File: src/rtl/uart_tx_fifo.sv
// uart_tx_fifo: byte FIFO that paces launches into a UART core which has
// no ready/busy output of its own.
//
// Ports:
//   clk, resetn    clock and asynchronous active-low reset
//   wr_en, wr_data push one byte; dropped while full
//   flush          synchronous clear of buffered bytes
//   full, empty    FIFO status, decoded from count
//   count          bytes currently buffered (ADDR_W+1 bits)
//   overflow       1-cycle pulse after a write was dropped
//   tx_busy        a byte is being sent or the frame gap is running
//   uart_send_en   registered 1-cycle launch pulse to the UART
//   uart_din       registered byte to the UART, held between launches
module uart_tx_fifo #(
    parameter int CLK_FREQ = 50000000,
    parameter int UART_BPS = 115200,
    parameter int ADDR_W   = 4
) (
    input  logic              clk,
    input  logic              resetn,
    input  logic              wr_en,
    input  logic [7:0]        wr_data,
    input  logic              flush,
    output logic              full,
    output logic              empty,
    output logic [ADDR_W:0]   count,
    output logic              overflow,
    output logic              tx_busy,
    output logic              uart_send_en,
    output logic [7:0]        uart_din
);

    localparam int DEPTH      = 2 ** ADDR_W;
    localparam int BPS_CNT    = CLK_FREQ / UART_BPS;
    localparam int GAP_CYCLES = 10 * BPS_CNT + 8;
    localparam int GAP_BITS   = $clog2(GAP_CYCLES + 1);
    localparam int WAIT_W     = (GAP_BITS > 16) ? GAP_BITS : 16;

    localparam logic [WAIT_W-1:0] GAP_LAST = WAIT_W'(GAP_CYCLES - 1);
    localparam logic [ADDR_W:0]   FULL_CNT = (ADDR_W + 1)'(DEPTH);

    typedef enum logic [1:0] {
        S_IDLE = 2'd0,
        S_SEND = 2'd1,
        S_WAIT = 2'd2
    } state_e;

    logic [7:0]        mem_q [DEPTH];
    logic [ADDR_W-1:0] wr_ptr_q, wr_ptr_d;
    logic [ADDR_W-1:0] rd_ptr_q, rd_ptr_d;
    logic [ADDR_W:0]   count_q, count_d;
    logic              ovf_q, ovf_d;
    state_e            state_q, state_d;
    logic [WAIT_W-1:0] wait_cnt_q, wait_cnt_d;
    logic              send_en_q, send_en_d;
    logic [7:0]        din_q, din_d;

    logic push;
    logic pop;

    assign full  = (count_q == FULL_CNT);
    assign empty = (count_q == '0);

    // flush wins over both a push and a launch in the same cycle
    assign push = wr_en && !full && !flush;
    assign pop  = (state_q == S_IDLE) && !empty && !flush;

    always_comb begin
        wr_ptr_d = wr_ptr_q;
        rd_ptr_d = rd_ptr_q;
        count_d  = count_q;
        ovf_d    = wr_en && full && !flush;
        if (flush) begin
            wr_ptr_d = '0;
            rd_ptr_d = '0;
            count_d  = '0;
        end else begin
            if (push) begin
                wr_ptr_d = wr_ptr_q + 1'b1;
            end
            if (pop) begin
                rd_ptr_d = rd_ptr_q + 1'b1;
            end
            if (push && !pop) begin
                count_d = count_q + 1'b1;
            end else if (pop && !push) begin
                count_d = count_q - 1'b1;
            end
        end
    end

    // launch, then hold off for one full frame plus margin
    always_comb begin
        state_d    = state_q;
        wait_cnt_d = wait_cnt_q;
        send_en_d  = 1'b0;
        din_d      = din_q;
        case (state_q)
            S_IDLE: begin
                if (pop) begin
                    din_d     = mem_q[rd_ptr_q];
                    send_en_d = 1'b1;
                    state_d   = S_SEND;
                end
            end
            S_SEND: begin
                wait_cnt_d = '0;
                state_d    = S_WAIT;
            end
            S_WAIT: begin
                wait_cnt_d = wait_cnt_q + 1'b1;
                if (wait_cnt_q == GAP_LAST) begin
                    state_d = S_IDLE;
                end
            end
            default: begin
                state_d = S_IDLE;
            end
        endcase
    end

    always_ff @(posedge clk) begin
        if (push) begin
            mem_q[wr_ptr_q] <= wr_data;
        end
    end

    always_ff @(posedge clk or negedge resetn) begin
        if (!resetn) begin
            wr_ptr_q   <= '0;
            rd_ptr_q   <= '0;
            count_q    <= '0;
            ovf_q      <= 1'b0;
            state_q    <= S_IDLE;
            wait_cnt_q <= '0;
            send_en_q  <= 1'b0;
            din_q      <= 8'h00;
        end else begin
            wr_ptr_q   <= wr_ptr_d;
            rd_ptr_q   <= rd_ptr_d;
            count_q    <= count_d;
            ovf_q      <= ovf_d;
            state_q    <= state_d;
            wait_cnt_q <= wait_cnt_d;
            send_en_q  <= send_en_d;
            din_q      <= din_d;
        end
    end

    assign count        = count_q;
    assign overflow     = ovf_q;
    assign tx_busy      = (state_q != S_IDLE);
    assign uart_send_en = send_en_q;
    assign uart_din     = din_q;

endmodule

File: config.mk
export PLATFORM = sky130hd
export DESIGN_NAME = uart_tx_fifo
export DESIGN_NICKNAME = d
export VERILOG_FILES = /design/src/rtl/uart_tx_fifo.sv
export SDC_FILE = /design/constraint.sdc
export NUM_CORES = 1
export LEC_CHECK = 0
export CELL_PAD_IN_SITES_DETAIL_PLACEMENT = 0
export CELL_PAD_IN_SITES_GLOBAL_PLACEMENT = 1
export CORE_MARGIN = 3
export CORE_UTILIZATION = 56
export CTS_CLUSTER_DIAMETER = 120
export DETAILED_ROUTE_END_ITERATION = 7
export GPL_TIMING_DRIVEN = 0
export PLACE_DENSITY_LB_ADDON = 0.1
export SLEW_MARGIN = 20
export SYNTH_ARGS = -nofsm -noshare
export SYNTH_HDL_FRONTEND = slang
export SYNTH_SLANG_ARGS = --single-unit
File: constraint.sdc
create_clock -name clk -period 5.25 [get_ports clk]
set_clock_uncertainty 0.05 [all_clocks]
set_input_delay 0.7875 -clock clk [delete_from_list [all_inputs] [get_ports clk]]
set_output_delay 0.7875 -clock clk [all_outputs]
set_load 0.05 [all_outputs]
==> results.yml <==
setup_path:
  crit_chain: "or4_4 -> buf_6 -> nor2_1 -> clkdlybuf4s50_1"
  required_ns: 4.41
  worstPathArrival_ns: 2.50
  crit_path_end: "full"
  crit_type: "flop to output port"
  r2r_slack_ns: 2.16
  start_kind: "flop"
  r2r_end: "count[4]"
  timing.rr.start: "count[0]"
  worstSetupEndpointType: "output port"
  critPathLaunch: "count[2]"
  slowest_stage: "clkdlybuf4s50_1"
  reg2reg_depth: 9
  path_max_fanout: 7
  slowest_delay_ns: 0.82
logic_synthesis:
  synth_edf_count: 128
  syn_area_per_cell_um2: 16.6
  syn_inst: 425
  synth_seq_cells: 169
  yosysWarnings: 0
  ys_async_sr_fraction: 0.243
  yosysSeqAreaShare: 0.692
  ys_types: 45
  synthFlopType: "edfxtp_1"
  syn_nets: 452
  synthesis.area_mm2: 0.00704
floorplanning:
  chipWidth_um: 118
  die_area_mm2: 0.0140
  num_rows: 40
  design.core.area_mm2: 0.0122
  initial_utilization: 0.579
  io_pins: 30
  die_y_um: 118
grt:
  grt_pass1_wl_mm: 20.9
  met3_usage: 0.0605
  grt_busiest_layer: "met2"
  globalRouteOverflowTotal: 0
  use_met2: 0.315
  grt_max_degree: 22
  grt_usage: 0.207
  grt_pass1_vias: 3642
  antenna_found_initial: 0
  gr-usage-met1: 0.287
power_and_ir_drop:
  power_mw: 3.87
  p_leak_nw: 2.81
  peakVddDrop_mv: 0.424
  power_density_mw_per_mm2: 475
worst_hold_path:
  hp-class: "input port to async pin"
timing:
  worst_slack_ns: 1.91
  max_freq_ghz: 0.299
  maxSlewViolCount: 0
  rsz0062_at_grt: "no"
  relSlewSlack: 0.380
  min_period_ns: 3.34
  tightest_slew_ns: 0.926
  fin_crit_sh: 0.636
  hold_viol: 0
  setup_violations: 0
  finalSetupTns_ns: 0
clock_tree:
  cts_made_buffers: 17
  clkTransAtPathRegs_ns: 0.06
  clock_path_buffers: 2
  clock_latency_ns: 0.43
  cts.sinks: 169
  h-tree-depth: 4
  clock-root-buffer: "clkbuf_16"
  tritoncts: "done"
  cts_hold_buf: 0
  cts_resized: 0
  cts_setup_buffers: 0
final_layout:
  final_common_cell: "edfxtp_1"
  area_growth_pct: 15.7
  fillCellCount: 850
  antenna_cells: 0
  final_cell_mix: "edfxtp_1 (128), dfrtp_1 (41), nor2_1 (34)"
  fin_util: 0.670
  drive_gt1_frac: 0.171
  fin_area_mm2: 0.00814
  fin_nets: 500
place:
  place_area_mm2: 0.00757
  io_buffers: 28
  pre_cts_ws_ns: 1.88
  dpl.hpwl_mm: 8.80
  gp_congestion: 0.795
route:
  route.vias.total: 3709
  antenna_left: 0
  drc: 0
  wl_per_cell_um: 20.4
  drtIter0Drc: 220
  viasPerCell: 5.67
  wirelength_mm: 13.3
  drt_pass1_iterations: 4
run_status:
  outcome: "finished clean"
run:
  cap_violations: 0
## report_power, final
part           total [mW]  switching (mW)  internal [mW]
logic                1.08           0.646          0.437
clock network        1.19           0.479          0.714
registers            1.59          0.0700           1.52
## synthesized netlist by cell type, types with 2 or more instances
cell,n,area (µm²)
edfxtp_1,128,3840
dfrtp_1,41,1030
nor2_1,34,128
mux4_2,32,721
nand2_1,31,116
mux2i_1,20,200
ha_1,14,175
xor2_1,13,114
nor3_1,10,50.1
clkbuf_1,9,33.8
inv_1,9,33.8
nand2b_1,8,50.1
o221ai_1,8,70.1
buf_2,6,30.0
nand3_1,6,30.0
nand4_1,6,37.5
o21ai_0,6,30.0
xnor2_1,6,52.6
a21oi_1,5,25.0
nor2b_1,3,18.8
or3_1,3,18.8
and3_1,2,12.5
mux2_2,2,22.5
nor3b_1,2,15.0
## layout make-up
cell class / instances / area (µm²) / area share
Clock inverter: 6 / 62.6 / 0.00768
Inverter: 9 / 33.8 / 0.00415
Sequential cell: 169 / 4870 / 0.598
Multi-Input combinational cell: 228 / 2060 / 0.253
Tap cell: 168 / 210 / 0.0258
Clock buffer: 26 / 509 / 0.0625
Timing Repair Buffer: 29 / 303 / 0.0372
Buffer: 19 / 91.3 / 0.0112
## worst min path at each step
stage	from	endpoint	cells after the start
floorplan	resetn	count[0]	0
global placement	uart_din[4]	uart_din[4]	2
detailed placement	uart_din[6]	uart_din[6]	2
CTS	resetn	wait_cnt_q[7]	1
global route	resetn	wait_cnt_q[5]	1
finish	resetn	wait_cnt_q[7]	1
## through the flow
stage	hold WS, ns	instances
2_1_floorplan	0.436	425
3_3_place_gp	0.441	621
3_5_place_dp	0.437	622
4_1_cts	0.286	654
5_1_grt	0.313	654
6_report	0.281	654
## metal layers
| layer | vias up | wire [µm] |
|---|---|---|
| met2 | 77 | 6400 |
| met3 | 22 | 658 |
| li1 | 1718 | - |
| met4 | 0 | 229 |
| met1 | 1892 | 6050 |
| met5 | - | 0 |
## cell families after synthesis
family          count (synthesis)  synth area share
buf+inv                        28            0.0178
compound gates                 27            0.0270
xor+xnor                       19            0.0236
fa+ha+maj                      15            0.0277
mux                            55             0.136
flops                         169             0.692
simple gates                  112            0.0759
## worst max-delay path, delay by kind of cell (launching register included)
kind          cells  cell delay, ns
simple gates      2            0.67
flops             1            0.44
buf+inv           2            0.97
## state kept, by name, indices dropped and copies added (netlist names)
signal        flops
count             5
uart_send_en      1
mem_q           128
rd_ptr_q          4
wait_cnt_q       16
state_q           2
uart_din          8
overflow          1
wr_ptr_q          4
(Power assumes the default switching activity.)
